### src/rtl/mcu_reg_bridge_pkg.sv
// Shared types and constants for the MCU-to-register-file bridge.
// Holds the FSM state encodings and the access direction codes.
package mcu_reg_bridge_pkg;

  localparam int unsigned STATE_WIDTH = 3;
  localparam int unsigned CNT_WIDTH   = 4;
  localparam int unsigned BE_WIDTH    = 2;

  typedef enum logic [STATE_WIDTH-1:0] {
    ST_IDLE    = 3'd0,
    ST_ADDR    = 3'd1,
    ST_STROBE  = 3'd2,
    ST_RELEASE = 3'd3,
    ST_DONE    = 3'd4
  } state_e;

  typedef enum logic {
    DIR_RD = 1'b0,
    DIR_WR = 1'b1
  } dir_e;

  // Strobe counter preload: counts down to zero over the strobe-high window.
  function automatic logic [CNT_WIDTH-1:0] strobe_load(input int unsigned cycles);
    return CNT_WIDTH'(cycles - 1);
  endfunction

endpackage

### src/rtl/mcu_reg_bridge_if.sv
// MCU memory-bus bundle: active-low strobes, address/data/byte enables,
// and the bridge's read-data, output-enable and wait responses.
interface mcu_reg_bridge_if #(
  parameter int unsigned ADDR_WIDTH = 8,
  parameter int unsigned DATA_WIDTH = 16
);
  import mcu_reg_bridge_pkg::*;

  logic                  mcu_ncs;
  logic                  mcu_nrd;
  logic                  mcu_nwr;
  logic [BE_WIDTH-1:0]   mcu_be;
  logic [ADDR_WIDTH-1:0] mcu_addr;
  logic [DATA_WIDTH-1:0] mcu_din;
  logic [DATA_WIDTH-1:0] mcu_dout;
  logic                  mcu_doe;
  logic                  mcu_wait;

  // The MCU side drives strobes and write payload.
  modport master (
    output mcu_ncs, mcu_nrd, mcu_nwr, mcu_be, mcu_addr, mcu_din,
    input  mcu_dout, mcu_doe, mcu_wait
  );

  // The bridge side returns read data and wait.
  modport slave (
    input  mcu_ncs, mcu_nrd, mcu_nwr, mcu_be, mcu_addr, mcu_din,
    output mcu_dout, mcu_doe, mcu_wait
  );

endinterface

### src/rtl/cc_sync.sv
// Single-bit multi-flop synchronizer, asynchronously cleared to 0.
// STAGES must be at least 2.
module cc_sync #(
  parameter int unsigned STAGES = 2
) (
  input  logic clk,
  input  logic reset,
  input  logic d,
  output logic q
);

  logic [STAGES-1:0] ff;

  always_ff @(posedge clk or negedge reset) begin
    if (!reset) begin
      ff <= '0;
    end else begin
      ff <= {ff[STAGES-2:0], d};
    end
  end

  assign q = ff[STAGES-1];

endmodule

### src/rtl/mcu_reg_bridge.sv
// Converts asynchronous MCU bus strobes into a clocked en/rd/wr access on the
// register-file bus, stretching the MCU cycle with wait until it completes.
module mcu_reg_bridge
  import mcu_reg_bridge_pkg::*;
#(
  parameter int unsigned ADDR_WIDTH    = 8,
  parameter int unsigned DATA_WIDTH    = 16,
  parameter int unsigned STROBE_CYCLES = 2,
  parameter int unsigned SYNC_STAGES   = 2
) (
  input  logic                  clk,
  input  logic                  reset,
  mcu_reg_bridge_if.slave       mcu,
  output logic                  reg_en,
  output logic                  reg_rd,
  output logic                  reg_wr,
  output logic [BE_WIDTH-1:0]   reg_be,
  output logic [ADDR_WIDTH-1:0] reg_addr,
  output logic [DATA_WIDTH-1:0] reg_wdata,
  input  logic [DATA_WIDTH-1:0] reg_rdata,
  output logic                  proto_err,
  input  logic                  err_clr
);

  logic cs_rd_c;
  logic cs_wr_c;
  logic s_rd;
  logic s_wr;

  state_e               state_q;
  state_e               state_d;
  dir_e                 dir_q;
  dir_e                 dir_d;
  logic [CNT_WIDTH-1:0] cnt_q;
  logic [CNT_WIDTH-1:0] cnt_d;

  logic                  reg_en_d;
  logic                  reg_rd_d;
  logic                  reg_wr_d;
  logic [BE_WIDTH-1:0]   reg_be_d;
  logic [ADDR_WIDTH-1:0] reg_addr_d;
  logic [DATA_WIDTH-1:0] reg_wdata_d;
  logic [DATA_WIDTH-1:0] dout_d;
  logic                  doe_d;
  logic                  wait_d;
  logic                  err_set;
  logic                  err_d;

  assign cs_rd_c = ~mcu.mcu_ncs & ~mcu.mcu_nrd;
  assign cs_wr_c = ~mcu.mcu_ncs & ~mcu.mcu_nwr;

  cc_sync #(.STAGES(SYNC_STAGES)) u_sync_rd (
    .clk   (clk),
    .reset (reset),
    .d     (cs_rd_c),
    .q     (s_rd)
  );

  cc_sync #(.STAGES(SYNC_STAGES)) u_sync_wr (
    .clk   (clk),
    .reset (reset),
    .d     (cs_wr_c),
    .q     (s_wr)
  );

  // Next-state and next-output logic; every output holds unless a state changes it.
  always_comb begin
    state_d     = state_q;
    dir_d       = dir_q;
    cnt_d       = cnt_q;
    reg_en_d    = reg_en;
    reg_rd_d    = reg_rd;
    reg_wr_d    = reg_wr;
    reg_be_d    = reg_be;
    reg_addr_d  = reg_addr;
    reg_wdata_d = reg_wdata;
    dout_d      = mcu.mcu_dout;
    doe_d       = mcu.mcu_doe;
    wait_d      = mcu.mcu_wait;
    err_set     = 1'b0;

    unique case (state_q)
      ST_IDLE: begin
        if (s_rd && s_wr) begin
          // Both strobes at once is illegal: flag it and skip the register file.
          err_set = 1'b1;
          state_d = ST_DONE;
        end else if (s_rd || s_wr) begin
          dir_d       = s_wr ? DIR_WR : DIR_RD;
          reg_addr_d  = mcu.mcu_addr;
          reg_be_d    = mcu.mcu_be;
          reg_wdata_d = mcu.mcu_din;
          reg_en_d    = 1'b1;
          wait_d      = 1'b1;
          state_d     = ST_ADDR;
        end
      end

      ST_ADDR: begin
        reg_rd_d = (dir_q == DIR_RD);
        reg_wr_d = (dir_q == DIR_WR);
        cnt_d    = strobe_load(STROBE_CYCLES);
        state_d  = ST_STROBE;
      end

      ST_STROBE: begin
        if (cnt_q == '0) begin
          reg_rd_d = 1'b0;
          reg_wr_d = 1'b0;
          state_d  = ST_RELEASE;
        end else begin
          cnt_d = cnt_q - CNT_WIDTH'(1);
        end
      end

      ST_RELEASE: begin
        reg_en_d = 1'b0;
        wait_d   = 1'b0;
        if (dir_q == DIR_RD) begin
          dout_d = reg_rdata;
          doe_d  = 1'b1;
        end
        state_d = ST_DONE;
      end

      ST_DONE: begin
        // Wait for the MCU to drop both strobes before accepting a new access.
        if (!s_rd && !s_wr) begin
          doe_d   = 1'b0;
          state_d = ST_IDLE;
        end
      end

      default: begin
        state_d = ST_IDLE;
      end
    endcase

    // Sticky error: a set in the same cycle as a clear wins.
    err_d = err_set | (proto_err & ~err_clr);
  end

  always_ff @(posedge clk or negedge reset) begin
    if (!reset) begin
      state_q      <= ST_IDLE;
      dir_q        <= DIR_RD;
      cnt_q        <= '0;
      reg_en       <= 1'b0;
      reg_rd       <= 1'b0;
      reg_wr       <= 1'b0;
      reg_be       <= '0;
      reg_addr     <= '0;
      reg_wdata    <= '0;
      mcu.mcu_dout <= '0;
      mcu.mcu_doe  <= 1'b0;
      mcu.mcu_wait <= 1'b0;
      proto_err    <= 1'b0;
    end else begin
      state_q      <= state_d;
      dir_q        <= dir_d;
      cnt_q        <= cnt_d;
      reg_en       <= reg_en_d;
      reg_rd       <= reg_rd_d;
      reg_wr       <= reg_wr_d;
      reg_be       <= reg_be_d;
      reg_addr     <= reg_addr_d;
      reg_wdata    <= reg_wdata_d;
      mcu.mcu_dout <= dout_d;
      mcu.mcu_doe  <= doe_d;
      mcu.mcu_wait <= wait_d;
      proto_err    <= err_d;
    end
  end

endmodule

### src/flat_wrapper.sv
// flat-port wrapper written by rule: the top's interface ports become plain ports
module mcu_reg_bridge_flat import mcu_reg_bridge_pkg::*;
#(
  parameter int unsigned ADDR_WIDTH    = 8,
  parameter int unsigned DATA_WIDTH    = 16,
  parameter int unsigned STROBE_CYCLES = 2,
  parameter int unsigned SYNC_STAGES   = 2
)
  (clk, reset, reg_en, reg_rd, reg_wr, reg_be, reg_addr, reg_wdata, reg_rdata, proto_err, err_clr, mcu_mcu_ncs, mcu_mcu_nrd, mcu_mcu_nwr, mcu_mcu_be, mcu_mcu_addr, mcu_mcu_din, mcu_mcu_dout, mcu_mcu_doe, mcu_mcu_wait);
  mcu_reg_bridge_if #(.ADDR_WIDTH(ADDR_WIDTH), .DATA_WIDTH(DATA_WIDTH)) mcu_i ();
  input  logic clk;
  input  logic reset;
  output logic reg_en;
  output logic reg_rd;
  output logic reg_wr;
  output logic [BE_WIDTH-1:0] reg_be;
  output logic [ADDR_WIDTH-1:0] reg_addr;
  output logic [DATA_WIDTH-1:0] reg_wdata;
  input  logic [DATA_WIDTH-1:0] reg_rdata;
  output logic proto_err;
  input  logic err_clr;
  input wire logic [$bits(mcu_i.mcu_ncs)-1:0] mcu_mcu_ncs;
  input wire logic [$bits(mcu_i.mcu_nrd)-1:0] mcu_mcu_nrd;
  input wire logic [$bits(mcu_i.mcu_nwr)-1:0] mcu_mcu_nwr;
  input wire logic [$bits(mcu_i.mcu_be)-1:0] mcu_mcu_be;
  input wire logic [$bits(mcu_i.mcu_addr)-1:0] mcu_mcu_addr;
  input wire logic [$bits(mcu_i.mcu_din)-1:0] mcu_mcu_din;
  output wire logic [$bits(mcu_i.mcu_dout)-1:0] mcu_mcu_dout;
  output wire logic [$bits(mcu_i.mcu_doe)-1:0] mcu_mcu_doe;
  output wire logic [$bits(mcu_i.mcu_wait)-1:0] mcu_mcu_wait;
  assign mcu_i.mcu_ncs = mcu_mcu_ncs;
  assign mcu_i.mcu_nrd = mcu_mcu_nrd;
  assign mcu_i.mcu_nwr = mcu_mcu_nwr;
  assign mcu_i.mcu_be = mcu_mcu_be;
  assign mcu_i.mcu_addr = mcu_mcu_addr;
  assign mcu_i.mcu_din = mcu_mcu_din;
  assign mcu_mcu_dout = mcu_i.mcu_dout;
  assign mcu_mcu_doe = mcu_i.mcu_doe;
  assign mcu_mcu_wait = mcu_i.mcu_wait;
  mcu_reg_bridge #(.ADDR_WIDTH(ADDR_WIDTH), .DATA_WIDTH(DATA_WIDTH), .STROBE_CYCLES(STROBE_CYCLES), .SYNC_STAGES(SYNC_STAGES)) u_core (.clk(clk), .reset(reset), .mcu(mcu_i), .reg_en(reg_en), .reg_rd(reg_rd), .reg_wr(reg_wr), .reg_be(reg_be), .reg_addr(reg_addr), .reg_wdata(reg_wdata), .reg_rdata(reg_rdata), .proto_err(proto_err), .err_clr(err_clr));
endmodule
### config.mk
export PLATFORM = sky130hd
export DESIGN_NAME = mcu_reg_bridge_flat
export DESIGN_NICKNAME = d
export VERILOG_FILES = /design/src/rtl/mcu_reg_bridge_pkg.sv /design/src/rtl/mcu_reg_bridge_if.sv /design/src/rtl/cc_sync.sv /design/src/rtl/mcu_reg_bridge.sv /design/src/flat_wrapper.sv
export SDC_FILE = /design/constraint.sdc
export NUM_CORES = 1
export LEC_CHECK = 0
export ABC_AREA = 1
export BUFFER_PORTS_ARGS = -buffer_cell sky130_fd_sc_hd__buf_2
export CAP_MARGIN = 0
export CORE_MARGIN = 5
export CORE_UTILIZATION = 49
export CTS_CLUSTER_SIZE = 30
export DETAILED_ROUTE_END_ITERATION = 8
export PLACE_DENSITY = 0.8
export SLEW_MARGIN = 20
export SYNTH_ARGS = -nofsm -noshare
export SYNTH_HDL_FRONTEND = slang
export SYNTH_SLANG_ARGS = --single-unit
### constraint.sdc
create_clock -name clk -period 1.66 [get_ports clk]
set_input_delay 0.249 -clock clk [delete_from_list [all_inputs] [get_ports clk]]
set_output_delay 0.249 -clock clk [all_outputs]
set_load 0.01 [all_outputs]
**Word level (Yosys, flattened, before mapping)**

Cells that the tools add are included.

- Bitwise logic cells: 10
- Shift-type cells: 0
- Reduce and logical (&&, ||, !) cells: 17
- Add/subtract/negate cells: 1
- Order comparisons: 0
- Multiply operators: 0
- Mux-type cells: 19
- Equal/unequal tests: 11
- Divide/modulo/power cells: 0

Operator list:

| operator | number |
|---|---|
| $pmux 3 s5 | 1 |
| $mux 3 | 4 |
| $reduce_and 3->1 | 4 |
| $mux 1 | 8 |
| $pmux 1 s2 | 4 |
| $pmux 4 s2 | 1 |
| $eq 3x2->1 const B | 2 |
| $ne 2x1->1 const B | 3 |
| $ne 2x2->1 const B | 3 |
| $not 1->1 | 6 |
| $reduce_and 2->1 | 3 |
| $reduce_bool 2->1 | 3 |
| $logic_not 4->1 | 1 |
| $mux 4 | 1 |
| $sub 4x1->4 const B | 1 |
| $and 1x1->1 | 3 |
| $eq 3x1->1 const B | 1 |
| $eq 3x3->1 const B | 1 |
| $logic_not 3->1 | 1 |
| $ne 3x1->1 const B | 1 |
| $logic_and 1x1->1 | 2 |
| $logic_not 1->1 | 2 |
| $logic_or 1x1->1 | 1 |
| $or 1x1->1 | 1 |

- Memories: 0
- Latch bits: 0
- Memory bits (writable): 0
- Register bits: 59
- Bits in read-only memories: 0
- Logic and storage cells: 72
- Output and inout port bits: 48
- Bits of input ports: 48

**Depth between registers and ports, before layout**

Gate-level depths: netlist of the first run.

- Depth after elaboration: 4
- Gate-level depth with buffers: 7

**Modules after synthesis**

Synthesis of the first run repeated with hierarchy kept, for this count alone.

- Cell total of the unflattened synthesis: 272
- Area, all modules: 2438.6 sq um

Modules (own cells, without submodules):

| module | area an instance (sq um) | seq. area each (sq um) | times used | cells an instance |
|---|---|---|---|---|
| mcu_reg_bridge | 2338.5 | 1376.3 | 1 | 268 |
| cc_sync | 50.0 | 50.0 | 2 | 2 |

**Worst setup path before layout of the first run**

OpenSTA, ideal clock, no wires.

- Path type: register -> register
- From: register u_core.state_q[2]
- To: register u_core.reg_wdata[3]
- Setup slack: 397 ps
- Buffers on the path: 1
- Library setup time: 117 ps
- Stages on the path, launching flop included: 6
- Period minus slack after synthesis: 1263 ps
- Data arrival time: 1146 ps
- Cells stage by stage: dfrtp_1 > nor3_4 > nand3_4 > buf_6 > nand2_2 > o21ai_2

- Word-level cells in the longest chain between the ends: 2

RTL lines:

| item | RTL line | RTL |
|---|---|---|
| start: declaration | mcu_reg_bridge.sv:30 | `state_e state_q;` |
| start signal: assignment | mcu_reg_bridge.sv:159 | `state_q <= state_d;` |
| $logic_not 3->1 | mcu_reg_bridge.sv:82 | `unique case (state_q)` |
| $reduce_and 3->1 (no line) | - |  |
| end signal: assignment | mcu_reg_bridge.sv:167 | `reg_wdata <= reg_wdata_d;` |
| end: declaration | mcu_reg_bridge.sv:19 | `output logic [DATA_WIDTH-1:0] reg_wdata,` |

No other way between the ends.
A chain may end at the register's enable or synchronous reset.

**Worst setup path after layout of the first run**

- From: register u_core.state_q[1]
- To: register u_core.reg_addr[5]

- Word-level cells in the longest chain between the ends: 2

RTL lines:

| item | RTL line | RTL |
|---|---|---|
| $logic_not 3->1 | mcu_reg_bridge.sv:82 |  |
| $reduce_and 3->1 (no line) | - |  |
| end signal: assignment | mcu_reg_bridge.sv:166 | `reg_addr <= reg_addr_d;` |
| end: declaration | mcu_reg_bridge.sv:18 | `output logic [ADDR_WIDTH-1:0] reg_addr,` |

No other way between the ends.

==> results of run 1 <==
-- final cells by class --
| cell class | instances | area, um^2 | share of cell area |
|---|---|---|---|
| timing repair buffer | 100 | 540.5 | 0.1662 |
| clock buffer | 13 | 148.9 | 0.04579 |
| inverter | 35 | 131.4 | 0.04040 |
| tap | 70 | 87.58 | 0.02693 |
| multi-input combinational | 160 | 867.1 | 0.2666 |
| sequential | 59 | 1476 | 0.4540 |
-- what timing repair did --
item | CTS | global route
hold buffers | 1 | 0
endpoints found under the hold margin | 16 | 0
setup endpoints to repair | 0 | 0
-- stage by stage --
stage	util	worst slack, ns	area, um^2	hold WS, ns	total power, mW
floorplan	-	0.3974	2561	-0.04659	4.329
global placement	0.6056	0.3388	3093	0.1931	5.150
detailed placement	0.6056	0.2910	3093	0.1953	5.254
CTS	0.6367	0.2795	3252	0.05795	6.334
global route	0.6367	0.1725	3252	0.05235	6.737
finish	0.6367	0.2772	3252	0.07655	6.248
-- metal layers --
metal / part of all wire / GRT usage / up-vias
met5: 0 / 0 / -
met2: 0.56 / 0.3101 / 43
met4: 0.0075 / 0.07807 / 0
met3: 0.040 / 0.03905 / 2
met1: 0.40 / 0.1984 / 962
li1: - / - / 1020
-- cell usage in the layout (no fill, tap or decap) --
master | Yosys | final
nor2_8 | 1 | 1
nand3_4 | 1 | 1
nand2_1 | 77 | 77
o21ai_2 | 26 | 26
buf_12 | 0 | 2
nor3_4 | 1 | 1
o21ai_0 | 4 | 4
buf_4 | 2 | 2
clkbuf_8 | 0 | 10
clkinv_1 | 1 | 1
inv_1 | 33 | 33
clkbuf_1 | 1 | 3
nand2_2 | 5 | 5
buf_2 | 0 | 95
inv_2 | 1 | 1
dlygate4sd3_1 | 0 | 1
nand3b_1 | 2 | 2
nand2_4 | 1 | 1
dfrtp_1 | 59 | 59
nor2_2 | 1 | 1
ha_1 | 1 | 1
nor2_1 | 12 | 12
nand3_1 | 26 | 26
xor2_1 | 1 | 1
a21oi_4 | 1 | 1
-- cell families (layout without fill, tap and decap cells) --
group	count (synthesis)	in the layout
adder cells (fa/ha/maj)	1	1
flip-flops	59	59
XOR/XNOR	1	1
AND/OR/NAND/NOR	127	127
AO/OA/AOI/OAI	31	31
buffers and inverters	44	148
-- flip-flops by register name (all words and copies together), names as in the netlist, 2 cells and up --
| signal | cells |
|---|---|
| u_core.mcu.mcu_dout | 16 |
| u_core.reg_wdata | 16 |
| u_core.reg_addr | 8 |
| u_core.cnt_q | 4 |
| u_core.state_q | 3 |
| u_core.reg_be | 2 |
| u_core.u_sync_rd.ff | 2 |
| u_core.u_sync_wr.ff | 2 |
-- worst min-delay path by stage --
stage / endpoint / slack, ns / cells past startpoint
floorplan: u_core.cnt_q[0] / -0.05 / 0
global placement: u_core.reg_addr[2] / 0.19 / 1
detailed placement: u_core.reg_addr[2] / 0.20 / 1
CTS: u_core.u_sync_rd.ff[0] / 0.06 / 2
global route: u_core.u_sync_rd.ff[0] / 0.05 / 2
finish: u_core.u_sync_rd.ff[0] / 0.08 / 2
-- power groups by stage --
stage               combinational, mW  clock, mW  sequential, mW
finish                           2.69       1.06            2.50
global route                     3.01       1.14            2.58
CTS                              2.75       1.08            2.50
detailed placement               2.74          0            2.52
global placement                 2.64          0            2.51
floorplan                        1.56          0            2.76
==> flow_metrics.py, run 1 <==
metrics = {
    "setup_path": {
        "crit_path_end": "u_core.reg_addr[5]",
        "required_ns": 1.86,
        "critPathCaptureType": "flip-flop",
        "startpoint_type": "flip-flop",
        "cp_slowest_cell": "dfrtp_1",
        "path_buf_inv": 1,
        "critical_path_class": "reg2reg",
        "crit_family": "simple AND/OR/NAND/NOR gates",
        "critPathMaxFanout": 54,
        "reg2reg_depth": 5,
        "crit_start": "u_core.state_q[1]",
        "arrival_ns": 1.58,
        "cp_cell_sequence": "nor3_4, nand3_4, buf_12, nand2_1, o21ai_2",
        "reg2reg_to": "u_core.reg_addr[5]",
        "reg2reg_setup_slack_ns": 0.28,
        "crit_cells": 5,
        "cpPeakStageDelay_ns": 0.45,
        "r2r_start": "u_core.state_q[1]",
    },
    "floorplanning": {
        "fp.dieH_um": 82.30,
        "dieWidth_um": 82.30,
        "core_um2": 5107,
        "io_pins": 96,
        "die_area_um2": 6772,
        "initial_core_util": 0.5015,
        "num_rows": 26,
    },
    "detailed_routing": {
        "viasPerCell": 4.638,
        "firstDrtPassIters": 4,
        "avgRoutedWirePerCell_um": 12.27,
        "vias": 2027,
        "route.detailed.drc": 0,
        "antenna_left": 0,
        "wl_um": 5363,
        "drt_iter0_markers": 98,
    },
    "global_route": {
        "grt_overflow": 0,
        "grt_max_degree": 55,
        "grt_pass1_vias": 2096,
        "grt_pass1_wl_um": 8914,
        "track_usage": 0.1742,
        "antenna_found_initial": 0,
    },
    "power_and_ir_drop": {
        "leakage_nw": 1.850,
        "seqPwrFrac": 0.400,
        "p_sw_frac": 0.4006,
        "power.share.combinational": 0.431,
        "p_switching_mw": 2.503,
        "internal_power_mw": 3.745,
        "cellPowerDensity_nw_per_um2": 1921,
        "ir_worst_vdd_mv": 0.8600,
        "power.share.clock": 0.169,
    },
    "timing": {
        "slew_viol_final": 0,
        "slew-limit-headroom": 0.7369,
        "rsz0062_at_grt": "false",
        "fin_crit_sh": 0.8330,
        "final_hold_viol_count": 0,
        "finalSetupViolCount": 0,
        "fmax_mhz": 723.2,
        "tightest_slew_ns": 0.3947,
        "period_needed_ns": 1.383,
        "fin_skew_ns": 0.01095,
        "final.setup.tns_ns": 0,
    },
    "clock_network": {
        "clock-sinks": 59,
        "clock_path_buffers": 2,
        "numCtsBuffers": 9,
        "cts_tree": "built",
        "cts_root_buffer": "clkbuf_8",
        "path_clk_slew_ns": 0.06,
        "cts.repair.resized": 0,
        "htreeDepth": 3,
        "cts_setup_buffers": 0,
        "clock_latency_ns": 0.32,
    },
    "placement": {
        "io_buffers": 95,
        "dpl.hpwl_um": 3904,
        "place_inst": 423,
        "gp_congestion": 0.7693,
    },
    "layout": {
        "layout.nets": 414,
        "final_cells": 437,
        "fillerInstances": 445,
        "drive_gt1_frac": 0.4005,
        "diodes": 0,
        "layout-area-overhead-vs-synth_pct": 26.97,
    },
    "synth": {
        "synth_cells": 263,
        "synth_area_um2": 2561,
        "synth-warning-count": 0,
        "synth_common_cells": "nand2_1 (77), dfrtp_1 (59), inv_1 (33)",
        "synthArstFlopShare": 1.000,
        "synth_top_family_by_area": "simple AND/OR/NAND/NOR gates",
        "synthAdderAreaFrac": 0.004885,
        "synth_top_flop_cell": "dfrtp_1",
        "synth_edf_count": 0,
        "synth_seq_cells": 59,
        "ys_top_cells_by_area": "dfrtp_1 (58%), nand2_1 (11%), o21ai_2 (8.9%)",
        "synth.most_common_cell": "nand2_1",
        "synth_area_per_cell_um2": 9.738,
        "synth.area.mux_share": 0,
        "yosys.area.top_type_share": 0.5765,
        "synthesis.nets": 312,
        "synthXorXnorAreaFrac": 0.003420,
        "synth_compound_area_frac": 0.1031,
        "synth_simple_gate_area_frac": 0.2272,
        "ys_seq_area_frac": 0.5765,
        "synth_cell_type_count": 22,
        "yosysTopAreaCell": "dfrtp_1",
    },
    "job": {
        "drv_cap": 0,
    },
    "hold_path": {
        "min_from": "mcu_mcu_nrd",
        "min_path_type": "in2reg",
    },
    "status": {
        "outcome": "complete, no violations",
    },
}
No activity file was read; power rests on OpenSTA's default activity.
==> run 2: changes to the inputs <==
--- a/config.mk
+++ b/config.mk
@@ -9,10 +9,10 @@
 export BUFFER_PORTS_ARGS = -buffer_cell sky130_fd_sc_hd__buf_2
 export CAP_MARGIN = 0
 export CORE_MARGIN = 5
-export CORE_UTILIZATION = 49
+export CORE_UTILIZATION = 44
 export CTS_CLUSTER_SIZE = 30
 export DETAILED_ROUTE_END_ITERATION = 8
-export PLACE_DENSITY = 0.8
+export PLACE_DENSITY = 0.76
 export SLEW_MARGIN = 20
 export SYNTH_ARGS = -nofsm -noshare
 export SYNTH_HDL_FRONTEND = slang
==> constraint.sdc (replaced) <==
create_clock -name clk -period 1.1 [get_ports clk]
set_input_delay 0.165 -clock clk [delete_from_list [all_inputs] [get_ports clk]]
set_output_delay 0.165 -clock clk [all_outputs]
set_load 0.01 [all_outputs]
==> flow_metrics.py, run 2 (same netlist as run 1, synthesis figures left out) <==
metrics = {
    "layout": {
        "drive_gt1_frac": 0.5149,
        "layout-area-overhead-vs-synth_pct": 46.21,
        "utilization": 0.6718,
        "multi_input_area_um2": 982.2,
        "seqCellArea_um2": 1478,
        "diodes": 0,
        "fin_area_um2": 3745,
        "fillerInstances": 408,
        "top_regs": "u_core.mcu.mcu_dout x16, u_core.reg_wdata x16, u_core.reg_addr x8",
        "layout_common_cells": "buf_2 (95), dfrtp_1 (58), nand2_1 (56)",
        "layout.nets": 449,
        "final_common_cell": "buf_2",
    },
    "global_route": {
        "grt_pass1_wl_um": 10220,
        "grt_pass1_vias": 2187,
        "grt_max_degree": 45,
        "track_usage": 0.1788,
        "grt_overflow": 0,
        "antenna_found_initial": 0,
    },
    "timing": {
        "fmax_mhz": 739.2,
        "final_hold_viol_count": 0,
        "period_needed_ns": 1.353,
        "finalSetupViolCount": 55,
        "slew-limit-headroom": 0.7920,
        "slew_viol_final": 0,
        "layout_setup_ws_ns": -0.2529,
        "rsz0062_at_grt": "true",
        "fin_skew_ns": 0.007108,
        "tightest_slew_ns": 0.3100,
        "fin_crit_sh": 1.230,
    },
    "clock_network": {
        "cts_tree": "built",
        "htreeDepth": 3,
        "numCtsBuffers": 9,
        "clock-sinks": 59,
        "clock_path_buffers": 2,
        "path_clk_slew_ns": 0.06,
        "clock_latency_ns": 0.34,
        "cts_root_buffer": "clkbuf_8",
    },
    "detailed_routing": {
        "viasPerCell": 4.739,
        "route.detailed.drc": 0,
        "vias": 2256,
        "firstDrtPassIters": 4,
        "avgRoutedWirePerCell_um": 13.70,
        "wl_um": 6522,
        "drt_iter0_markers": 108,
        "antenna_left": 0,
    },
    "setup_path": {
        "critical_path_class": "reg2reg",
        "arrival_ns": 1.59,
        "reg2reg_setup_slack_ns": -0.25,
        "reg2reg_depth": 5,
        "startpoint_type": "flip-flop",
        "required_ns": 1.33,
        "critPathCaptureType": "flip-flop",
        "critPathMaxFanout": 5,
    },
    "status": {
        "violations": "setup timing",
        "outcome": "complete, but fails checks",
    },
    "power_and_ir_drop": {
        "cellPowerDensity_nw_per_um2": 3013,
        "p_total_mw": 11.28,
        "leakage_nw": 2.077,
        "ir_worst_vdd_mv": 1.401,
    },
    "floorplanning": {
        "io_pins": 96,
        "core_um2": 5574,
        "num_rows": 27,
        "initial_core_util": 0.4595,
        "die_area_um2": 7447,
        "fp.dieH_um": 86.30,
        "dieWidth_um": 86.30,
    },
    "placement": {
        "place_area_um2": 3287,
        "gp_congestion": 0.8059,
        "io_buffers": 95,
        "dpl.hpwl_um": 4218,
    },
    "hold_path": {
        "min_path_type": "in2reg",
        "hold_depth": 3,
    },
    "job": {
        "drv_cap": 0,
    },
}
==> run 2: cell count changes in the layout (fill, tap and decap cells not counted), sizes merged <==
| cell | before | now |
|---|---|---|
| buf | 99 | 127 |
| bufinv | 0 | 1 |
| clkbuf | 13 | 14 |
| clkinv | 1 | 2 |
| dlygate4sd3 | 1 | 5 |
| nand2 | 83 | 84 |
| nand3 | 27 | 28 |
==> run 2: area by class of cell <==
class	instances	area share
clock buffer	13	0.04511
clock inverter	2	0.009355
inverter	35	0.03642
multi-input combinational	162	0.2623
sequential	59	0.3946
tap	72	0.02406
timing repair buffer	133	0.2282
==> run 2: critical path, stage by stage, from the launching register on <==
cell and delay, ns:
dfrtp_1 0.41, nor3_4 0.32, nand3_2 0.22, buf_12 0.20, nand2_2 0.05, o21ai_2 0.05
==> run 2: path summary, 6_finish.rpt <==
path | end | start
max | u_core.reg_addr[3] | u_core.state_q[2]
min reg2reg | u_core.u_sync_wr.ff[1] | u_core.u_sync_wr.ff[0]
max reg2reg | u_core.reg_addr[3] | u_core.state_q[2]
min in group asynchronous | u_core.reg_addr[6] | reset
min | u_core.mcu.mcu_dout[7] | reg_rdata[7]
max in group asynchronous | u_core.mcu.mcu_dout[15] | reset
==> run 2: what timing repair did <==
item,in CTS,in global routing
pin swaps,5,4
hold endpoints to repair,62,0
endpoints found under the setup margin,55,56
gates resized for setup,30,6
hold buffers,5,0
buffers inserted,2,4
gates cloned,1,3
==> run 2: metrics by stage <==
step	setup TNS (ns)	hold WS [ns]	instances	setup WS, ns
floorplan	-4.919	-0.1306	263	-0.1617
global placement	-6.314	0.1591	447	-0.1686
detailed placement	-7.532	0.1630	447	-0.1983
CTS	-7.362	0.03677	469	-0.1762
global route	-13.08	0.03850	476	-0.3045
finish	-9.681	0.05243	476	-0.2529
==> run 2: routing by layer <==
layer	global-route usage	wire, um
met5	0	0
met3	0.05894	377
met4	0.07365	163
met1	0.1990	2400
met2	0.3139	3581
==> run 2: power by group <==
part           switching (mW)  internal (mW)  total [mW]
clock                   0.795           1.22        2.01
sequential              0.618           3.18        3.80
combinational            3.00           2.47        5.48
total                    4.42           6.86        11.3
==> run 3: changes to the inputs <==
--- a/config.mk
+++ b/config.mk
@@ -8,10 +8,12 @@
 export ABC_AREA = 1
 export BUFFER_PORTS_ARGS = -buffer_cell sky130_fd_sc_hd__buf_2
 export CAP_MARGIN = 0
+export CORE_ASPECT_RATIO = 0.9
 export CORE_MARGIN = 5
 export CORE_UTILIZATION = 44
 export CTS_CLUSTER_SIZE = 30
 export DETAILED_ROUTE_END_ITERATION = 8
+export GPL_TIMING_DRIVEN = 0
 export PLACE_DENSITY = 0.76
 export SLEW_MARGIN = 20
 export SYNTH_ARGS = -nofsm -noshare
==> flow_metrics.py, run 3 (same netlist as run 1, synthesis figures left out) <==
metrics = {
    "power_and_ir_drop": {
        "internal_power_mw": 7.255,
        "power.share.clock": 0.200,
        "seqPwrFrac": 0.328,
        "leakage_nw": 2.068,
        "p_switching_mw": 4.656,
        "ir_worst_vdd_mv": 1.538,
        "power.share.combinational": 0.472,
        "p_sw_frac": 0.3909,
        "cellPowerDensity_nw_per_um2": 3110,
    },
    "timing": {
        "final.setup.tns_ns": -8.204,
        "slew-limit-headroom": 0.6470,
        "slew_viol_final": 0,
        "fin_crit_sh": 1.182,
        "fmax_mhz": 769.1,
        "finalSetupViolCount": 52,
        "fin_skew_ns": 0.008161,
        "layout_setup_ws_ns": -0.2003,
        "period_needed_ns": 1.300,
        "rsz0062_at_grt": "true",
        "tightest_slew_ns": 0.5295,
        "final_hold_viol_count": 0,
    },
    "layout": {
        "layout_common_cells": "buf_2 (91), dfrtp_1 (56), nand2_1 (41)",
        "drive_gt1_frac": 0.5704,
        "seqCellArea_um2": 1480,
        "diodes": 0,
        "layout-area-overhead-vs-synth_pct": 49.54,
        "final_common_cell": "buf_2",
        "multi_input_area_um2": 1060,
        "layout.nets": 442,
        "fillerInstances": 452,
        "top_regs": "u_core.mcu.mcu_dout x16, u_core.reg_wdata x16, u_core.reg_addr x8",
    },
    "detailed_routing": {
        "viasPerCell": 4.701,
        "wl_um": 6239,
        "antenna_left": 0,
        "firstDrtPassIters": 4,
        "drt_iter0_markers": 74,
        "route.detailed.drc": 0,
        "avgRoutedWirePerCell_um": 13.33,
        "vias": 2200,
    },
    "setup_path": {
        "cp_slowest_cell": "dfrtp_2",
        "reg2reg_setup_slack_ns": -0.20,
        "cpPeakStageDelay_ns": 0.46,
        "r2r_start": "u_core.state_q[2]",
        "arrival_ns": 1.52,
        "startpoint_type": "flip-flop",
        "critPathMaxFanout": 6,
        "cp_cell_sequence": "inv_2, nand2_4, nor2_8, nand2_4, buf_6, nand2_2, nand2_1",
        "reg2reg_depth": 7,
        "critPathCaptureType": "flip-flop",
        "reg2reg_to": "u_core.mcu.mcu_dout[7]",
        "required_ns": 1.32,
        "critical_path_class": "reg2reg",
        "crit_path_frequent_cell": "nand2_4",
    },
    "global_route": {
        "grt_pass1_vias": 2195,
        "antenna_found_initial": 0,
        "grt_max_degree": 60,
        "grt_overflow": 0,
        "grt_pass1_wl_um": 9970,
        "track_usage": 0.1672,
    },
    "hold_path": {
        "min_from": "reg_rdata[12]",
        "whs_endpoint": "u_core.mcu.mcu_dout[12]",
        "min_path_type": "in2reg",
        "hold_depth": 3,
    },
    "floorplanning": {
        "die_area_um2": 7449,
        "initial_core_util": 0.4525,
        "io_pins": 96,
        "num_rows": 26,
        "dieWidth_um": 90.42,
        "fp.dieH_um": 82.38,
        "core_um2": 5660,
    },
    "status": {
        "violations": "setup timing",
        "outcome": "complete, but fails checks",
    },
    "clock_network": {
        "htreeDepth": 3,
        "clock_path_buffers": 2,
        "cts_tree": "built",
        "cts_root_buffer": "clkbuf_8",
        "clock-sinks": 59,
        "clock_latency_ns": 0.33,
        "path_clk_slew_ns": 0.07,
        "numCtsBuffers": 9,
    },
    "placement": {
        "dpl.hpwl_um": 3939,
        "gp_congestion": 0.7436,
        "dp_worst_setup_slack_ns": -0.2960,
        "io_buffers": 95,
    },
    "job": {
        "drv_cap": 0,
    },
}
==> run 3: cell types whose count changed in the layout (fill, tap and decap cells not counted), sizes merged <==
cell	delta
clkbuf	-3
buf	-5
bufinv	+2
nand2	-1
clkinvlp	+2
nand3	-1
==> run 3: worst max-delay path by stage <==
stage | depth (start not counted) | start | slack (ns) | to
finish | 7 | u_core.state_q[2] | -0.20 | u_core.mcu.mcu_dout[7]
global route | 5 | u_core.state_q[0] | -0.28 | u_core.dir_q
CTS | 5 | u_core.state_q[2] | -0.20 | u_core.dir_q
detailed placement | 5 | u_core.state_q[0] | -0.30 | u_core.reg_wdata[13]
global placement | 1 | reset | -0.36 | u_core.state_q[0]
floorplan | 5 | u_core.state_q[0] | -0.16 | u_core.reg_wdata[3]
==> run 3: worst max-delay path, delay by kind of cell, from the launching register on <==
family | cells | cell delay (ns)
simple gates | 5 | 0.45
flops | 1 | 0.46
buf+inv | 2 | 0.27
==> run 3: layer usage <==
metal / global-route usage / wire, um
met1: 0.1932 / 2554
met2: 0.2990 / 3339
met3: 0.05344 / 223
met4: 0.05506 / 121
met5: 0 / 0
==> run 3: power by group through the flow <==
stage                     Sequential (mW)  Clock (mW)  Combinational (mW)
final                                3.90        2.38                5.62
after floorplan                      4.19           0                2.40
after global routing                 4.05        2.56                6.17
after detailed placement             3.80           0                4.31
after CTS                            3.78        2.43                4.79
after global placement               3.77           0                4.21
==> run 3: layout make-up <==
type / count / area share
clock buffers: 10 / 0.03332
clock inverters: 6 / 0.02973
multi-input cells: 160 / 0.2767
well taps: 70 / 0.02287
flip-flops and latches: 59 / 0.3865
repair buffers: 120 / 0.1911
plain buffers: 8 / 0.02385
inverters: 35 / 0.03594
==> run 3: timing repair <==
item,in CTS,in global routing
gates resized for setup,15,60
endpoints found under the setup margin,55,100
pin swaps,7,15
hold buffers,5,0
hold endpoints to repair,62,0
cloned,0,1
setup buffers,13,6
==> run 3: through the flow <==
step                utilization  area, um^2  hold WS (ns)  power [mW]  instances
floorplan                     -        2575       -0.1306       6.587        263
global placement         0.5544        3138        0.3116       7.974        428
detailed placement       0.5548        3141        0.2820       8.109        428
CTS                      0.6306        3570       0.04837       11.00        461
global route             0.6766        3830       0.05418       12.77        468
finish                   0.6766        3830       0.06049       11.91        468
